## src/rtl/axi_master128.sv

```systemverilog
// axi_master128: single-outstanding 128-bit AXI3 burst initiator.
// Local read/write commands become INCR bursts. Data streams between the local
// ready/valid ports and the AXI R/W channels with no buffering. One completion
// is reported per command, carrying the aggregated response.
//
// state | meaning
// ------+-------------------------------------------------------------
// IDLE  | waiting for a command, beat counter held at zero
// AR    | read address presented, waiting for arready_m0
// R     | read beats passed through to rd_*, until the rlast_m0 handshake
// AW    | write address presented, waiting for awready_m0
// W     | write beats passed through from wr_*, until the wlast_m0 handshake
// B     | waiting for the write response
// DONE  | completion presented on done_*, waiting for done_ready

module axi_master128 #(
   parameter logic [1:0] BURST = 2'b01,
   parameter logic [3:0] CACHE = 4'b0000,
   parameter logic [2:0] PROT  = 3'b000
) (
   input  logic         pll_core_cpuclk,
   input  logic         pad_cpu_rst,
   input  logic         cmd_valid,
   output logic         cmd_ready,
   input  logic         cmd_write,
   input  logic [39:0]  cmd_addr,
   input  logic [7:0]   cmd_len,
   input  logic [7:0]   cmd_id,
   input  logic         wr_valid,
   output logic         wr_ready,
   input  logic [127:0] wr_data,
   input  logic [15:0]  wr_strb,
   output logic         rd_valid,
   input  logic         rd_ready,
   output logic [127:0] rd_data,
   output logic         rd_last,
   output logic         done_valid,
   input  logic         done_ready,
   output logic [1:0]   done_resp,
   output logic [7:0]   done_id,
   output logic         arvalid_m0,
   input  logic         arready_m0,
   output logic [39:0]  araddr_m0,
   output logic [7:0]   arlen_m0,
   output logic [7:0]   arid_m0,
   output logic [2:0]   arsize_m0,
   output logic [1:0]   arburst_m0,
   output logic [3:0]   arcache_m0,
   output logic [2:0]   arprot_m0,
   output logic         awvalid_m0,
   input  logic         awready_m0,
   output logic [39:0]  awaddr_m0,
   output logic [7:0]   awlen_m0,
   output logic [7:0]   awid_m0,
   output logic [2:0]   awsize_m0,
   output logic [1:0]   awburst_m0,
   output logic [3:0]   awcache_m0,
   output logic [2:0]   awprot_m0,
   output logic         wvalid_m0,
   input  logic         wready_m0,
   output logic [127:0] wdata_m0,
   output logic [15:0]  wstrb_m0,
   output logic         wlast_m0,
   output logic [7:0]   wid_m0,
   input  logic         bvalid_m0,
   output logic         bready_m0,
   input  logic [7:0]   bid_m0,
   input  logic [1:0]   bresp_m0,
   input  logic         rvalid_m0,
   output logic         rready_m0,
   input  logic [127:0] rdata_m0,
   input  logic [7:0]   rid_m0,
   input  logic [1:0]   rresp_m0,
   input  logic         rlast_m0
);

   typedef enum logic [2:0] {
      S_IDLE, S_AR, S_R, S_AW, S_W, S_B, S_DONE
   } state_t;

   state_t      state_q, state_d;
   logic [39:0] addr_q;
   logic [7:0]  len_q;
   logic [7:0]  id_q;
   logic [7:0]  beat_q;
   logic [1:0]  resp_q;
   logic        err_q;

   assign araddr_m0  = addr_q;
   assign arlen_m0   = len_q;
   assign arid_m0    = id_q;
   assign arsize_m0  = 3'b100;
   assign arburst_m0 = BURST;
   assign arcache_m0 = CACHE;
   assign arprot_m0  = PROT;
   assign awaddr_m0  = addr_q;
   assign awlen_m0   = len_q;
   assign awid_m0    = id_q;
   assign awsize_m0  = 3'b100;
   assign awburst_m0 = BURST;
   assign awcache_m0 = CACHE;
   assign awprot_m0  = PROT;
   assign wid_m0     = id_q;
   assign done_id    = id_q;
   // A protocol error overrides whatever the slave reported.
   assign done_resp  = err_q ? 2'b10 : resp_q;

   // State register, command latch, beat counter and response aggregation.
   always_ff @(posedge pll_core_cpuclk) begin
      if (pad_cpu_rst) begin
         state_q <= S_IDLE;
         addr_q  <= '0;
         len_q   <= '0;
         id_q    <= '0;
         beat_q  <= '0;
         resp_q  <= '0;
         err_q   <= 1'b0;
      end else begin
         state_q <= state_d;
         case (state_q)
            S_IDLE: begin
               beat_q <= '0;
               if (cmd_valid) begin
                  addr_q <= cmd_addr & ~40'hF;
                  len_q  <= cmd_len;
                  id_q   <= cmd_id;
                  resp_q <= '0;
                  err_q  <= 1'b0;
               end
            end
            S_R: begin
               if (rvalid_m0 && rd_ready) begin
                  beat_q <= beat_q + 8'd1;
                  if (rresp_m0 > resp_q) resp_q <= rresp_m0;
                  // Early last, missing last at the final beat, or a foreign ID.
                  if ((rid_m0 != id_q) || (rlast_m0 != (beat_q == len_q))) err_q <= 1'b1;
               end
            end
            S_W: begin
               if (wr_valid && wready_m0) beat_q <= beat_q + 8'd1;
            end
            S_B: begin
               if (bvalid_m0) begin
                  if (bresp_m0 > resp_q) resp_q <= bresp_m0;
                  if (bid_m0 != id_q) err_q <= 1'b1;
               end
            end
            default: ;
         endcase
      end
   end

   // Next state and handshake/pass-through outputs; everything is held low in reset.
   always_comb begin
      state_d    = state_q;
      cmd_ready  = 1'b0;
      arvalid_m0 = 1'b0;
      awvalid_m0 = 1'b0;
      wvalid_m0  = 1'b0;
      wr_ready   = 1'b0;
      wdata_m0   = '0;
      wstrb_m0   = '0;
      wlast_m0   = 1'b0;
      bready_m0  = 1'b0;
      rready_m0  = 1'b0;
      rd_valid   = 1'b0;
      rd_data    = '0;
      rd_last    = 1'b0;
      done_valid = 1'b0;
      if (!pad_cpu_rst) begin
         case (state_q)
            S_IDLE: begin
               cmd_ready = 1'b1;
               if (cmd_valid) state_d = cmd_write ? S_AW : S_AR;
            end
            S_AR: begin
               arvalid_m0 = 1'b1;
               if (arready_m0) state_d = S_R;
            end
            S_R: begin
               rd_valid  = rvalid_m0;
               rready_m0 = rd_ready;
               rd_data   = rdata_m0;
               rd_last   = rlast_m0;
               if (rvalid_m0 && rd_ready && rlast_m0) state_d = S_DONE;
            end
            S_AW: begin
               awvalid_m0 = 1'b1;
               if (awready_m0) state_d = S_W;
            end
            S_W: begin
               wvalid_m0 = wr_valid;
               wr_ready  = wready_m0;
               wdata_m0  = wr_data;
               wstrb_m0  = wr_strb;
               wlast_m0  = (beat_q == len_q);
               if (wr_valid && wready_m0 && (beat_q == len_q)) state_d = S_B;
            end
            S_B: begin
               bready_m0 = 1'b1;
               if (bvalid_m0) state_d = S_DONE;
            end
            S_DONE: begin
               done_valid = 1'b1;
               if (done_ready) state_d = S_IDLE;
            end
            default: state_d = S_IDLE;
         endcase
      end
   end

endmodule
```

## config.mk

```make
export PLATFORM = sky130hd
export DESIGN_NAME = axi_master128
export DESIGN_NICKNAME = d
export VERILOG_FILES = /design/src/rtl/axi_master128.sv
export SDC_FILE = /design/constraint.sdc
export NUM_CORES = 1
export LEC_CHECK = 0
export BUFFER_PORTS_ARGS = -buffer_cell sky130_fd_sc_hd__buf_4
export CAP_MARGIN = 0
export CELL_PAD_IN_SITES_DETAIL_PLACEMENT = 0
export CELL_PAD_IN_SITES_GLOBAL_PLACEMENT = 1
export CORE_AREA = 2 2 315 317
export CTS_BUF_LIST = sky130_fd_sc_hd__clkbuf_8
export CTS_CLUSTER_DIAMETER = 50
export CTS_CLUSTER_SIZE = 30
export DETAILED_ROUTE_END_ITERATION = 8
export DIE_AREA = 0 0 317 319
export GPL_TIMING_DRIVEN = 0
export PLACE_DENSITY_LB_ADDON = 0.1
export SKIP_CTS_REPAIR_TIMING = 1
export SLEW_MARGIN = 20
export SYNTH_ARGS = -nofsm -noshare
export SYNTH_HDL_FRONTEND = slang
export SYNTH_SLANG_ARGS = --single-unit
```

## constraint.sdc

```tcl
create_clock -name pll_core_cpuclk -period 2.6 [get_ports pll_core_cpuclk]
set_input_delay 0.65 -clock pll_core_cpuclk [delete_from_list [all_inputs] [get_ports pll_core_cpuclk]]
set_output_delay 0.65 -clock pll_core_cpuclk [all_outputs]
set_load 0.005 [all_outputs]
```

==> summary.json <==
{
  "run_status": "finished with violations",
  "failed_checks": "setup timing",
  "ant_nets": 0,
  "fp_rows": 115,
  "port_buffers": 760,
  "total_number_of_h_tree_levels": 3,
  "synthFlopType": "dfxtp_1",
  "routed_via_density": 2.84,
  "finalCritPeriodShare": 1.05,
  "timing.final.crit_period_ns": 2.72,
  "power.density_cell_area_nw_per_um2": 526,
  "tns_ns": -11.22,
  "clk_transition_reported_paths_ns": 0.11,
  "grt_setup_unrepaired": "true",
  "final_critical_path_setup_slack_ns": -0.124,
  "stdcell_area_um2": 14500,
  "io-pin-count": 798,
  "die_boundary_width_um": 317,
  "synthTopCellsByArea": "and2_1 31%, dfxtp_1 23%, buf_4 13%, nand2_1 7.5%, a21oi_1 5.4%",
  "synth-warning-count": 0,
  "synth_cells": 793,
  "peakVddDrop_uv": 211,
  "clk_path_buf_depth": 2,
  "synth_async_sr_flop_share": 0,
  "cts_root_buffer": "clkbuf_8",
  "die_area_um2": 101000,
  "synth_top_cell_area_share": 0.307,
  "power.clock.fraction": 0.132,
  "power_report.internal_total_w": 0.00452,
  "maxcap_violations": 0,
  "grt_start_max_net_pins": 14,
  "synth-seq-cells": 66,
  "final_common_cell": "buf_4",
  "cts_tree": "done",
  "post_drt_wl_per_cell_um": 17.1,
  "clkLatencyLatePin_ns": 0.41,
  "grt_overflow_total": 0,
  "post_synth_top_area_cell": "and2_1",
  "routabilityCongestion": 0.726,
  "hold_class": "input port to flip-flop",
  "placed_cell_areas_um2": 13100,
  "die_h_um": 319,
  "drt_wirelength_mm": 50.0,
  "number_of_pins_with_negative_max_slew_slack_in_the_final_report": 0,
  "timing.critical_path.to_type": "primary output",
  "critical_path_arrival_ns": 2.07,
  "crit_path_start_kind": "flip-flop",
  "initial_core_util": 0.0580,
  "grt_util_all_layers": 0.0902,
  "static-leakage-power_nw": 7.15,
  "worst-slew-pin-transition_ns": 0.838,
  "grt_pass1_vias": 8389,
  "grt_first_pass_wirelength_mm": 63.4,
  "design.core.area_um2": 97700,
  "criticalPathCategory": "flip-flop to primary output",
  "crit_required_ns": 1.95,
  "max-slew-margin-rel": 0.439,
  "postSynthAreaPerCell_um2": 7.14,
  "dp_cells": 2870,
  "via_count": 8267,
  "clock.fmax_ghz": 0.367,
  "final_cells": 2915,
  "setup_viol": 229,
  "area.growth.synth_to_final_pct": 155,
  "cp_cell_sequence": "nor3b_4 -> nor2b_4 -> buf_12 -> clkbuf_16 -> buf_8 -> and2_4 -> buf_6",
  "timing.clock.skew_ns": 0.0162,
  "clock_sink_count": 66,
  "drc_violation_total_after_the_first_tritonroute_iteration": 195,
  "power_frac_comb": 0.663,
  "cp_max_fo": 7,
  "report.final.hold_viol_count": 0,
  "synth_enable_flop_cells": 0,
  "initial_antenna_violation_count": 10,
  "detailedRoute.firstPassIterationCount": 5,
  "drcViolationCount": 0,
  "power_share_of_the_sequential_group": 0.205,
  "mostFrequentLayoutCells": "807 x buf_4, 206 x and2_1, 111 x nand2_1, 78 x buf_6, 72 x and2_4",
  "finish.net_count": 1984,
  "critical-path-max-stage-delay_ns": 0.39,
  "netSwitchingPower_w": 0.00309,
  "power.switching_fraction": 0.406,
  "dp_hpwl_mm": 42.4,
  "cts_inserted_buffers": 9,
  "seq_area_frac_synth": 0.233,
  "syn-cell-area_um2": 5670,
  "drive_above_1_share": 0.637,
  "cpMaxStageDelayCell": "dfxtp_4",
  "post_synth_num_cell_types": 42
}
[flip-flops by register name (all words and copies together) (netlist names)]
signal and flops:
arlen_m0 8, resp_q 2, araddr_m0 36, arid_m0 8
state_q 3, beat_q 8, err_q 1
[metal layers]
layer,global-route usage,vias up,wire length (um)
li1,-,4012,-
met1,0.0790,3774,15800
met2,0.182,448,28100
met3,0.0377,27,5080
met4,0.0257,6,956
met5,0,-,46
[logic make-up after synthesis]
family / count (synthesis) / synth area share
AND/OR/NAND/NOR: 447 / 0.439
adder cells (fa/ha/maj): 5 / 0.0110
flip-flops: 66 / 0.233
XOR/XNOR: 34 / 0.0526
multiplexers: 2 / 0.00375
buffers and inverters: 160 / 0.183
AO/OA/AOI/OAI: 77 / 0.0762
other: 2 / 0.00133
[final timing paths]
check	startpoint	to	slack, ns	depth (start not counted)
min reg2reg	araddr_m0[4]	araddr_m0[4]	0.48	2
min	cmd_addr[20]	araddr_m0[20]	0.47	3
max	state_q[0]	rd_data[69]	-0.12	7
max reg2reg	state_q[0]	arid_m0[5]	0.46	7
[worst max-delay path, delay by kind of cell (launching register included)]
family	cells	cell delay, ns
and+or+nand+nor	3	0.75
buffers and inverters	4	0.52
DFF	1	0.39
[final cells by class]
class                           instances  area, um^2
Antenna cell                            5        12.5
Timing Repair Buffer                  785        6300
Tap cell                             1287        1610
Clock inverter                          7        76.3
Sequential cell                        66        1340
Inverter                                6        22.5
Buffer                                153        1330
Clock buffer                            9         124
Fill cell                           11200       83200
Multi-Input combinational cell        597        3640
[Yosys cell counts, types with 2 or more instances]
cell / n
and2_1: 278
nand2_1: 113
buf_4: 100
dfxtp_1: 66
a21oi_1: 61
clkbuf_1: 44
nor2_1: 18
xor2_1: 18
xnor2_1: 16
nand4_1: 8
inv_1: 6
nor3_1: 6
ha_1: 5
nor2b_1: 5
o21ai_0: 5
buf_6: 4
a22oi_1: 3
clkbuf_8: 3
nor4_1: 3
a311oi_1: 2
and3_1: 2
buf_2: 2
conb_1: 2
nand2b_1: 2
nand3b_1: 2
or2_2: 2
or4_1: 2
[power by group through the flow]
stage / registers, W / logic, W / clock network, W
global placement: 0.00160 / 0.00449 / 0
floorplan: 0.00144 / 0.00187 / 0
finish: 0.00156 / 0.00505 / 0.00100
detailed placement: 0.00162 / 0.00444 / 0
global route: 0.00163 / 0.00558 / 0.00112
CTS: 0.00160 / 0.00445 / 0.00111
[metrics by stage]
step	utilization	total power (W)	hold WS, ns	setup WS (ns)
final	0.148	0.00761	0.469	-0.124
after global routing	0.148	0.00833	0.429	-0.264
after CTS	0.136	0.00716	0.394	-1.79
after detailed placement	0.134	0.00606	0.470	-1.26
after global placement	0.134	0.00609	0.467	-1.27
after floorplan	-	0.00330	0.463	0.254
Power figures use the tool's default switching activity.
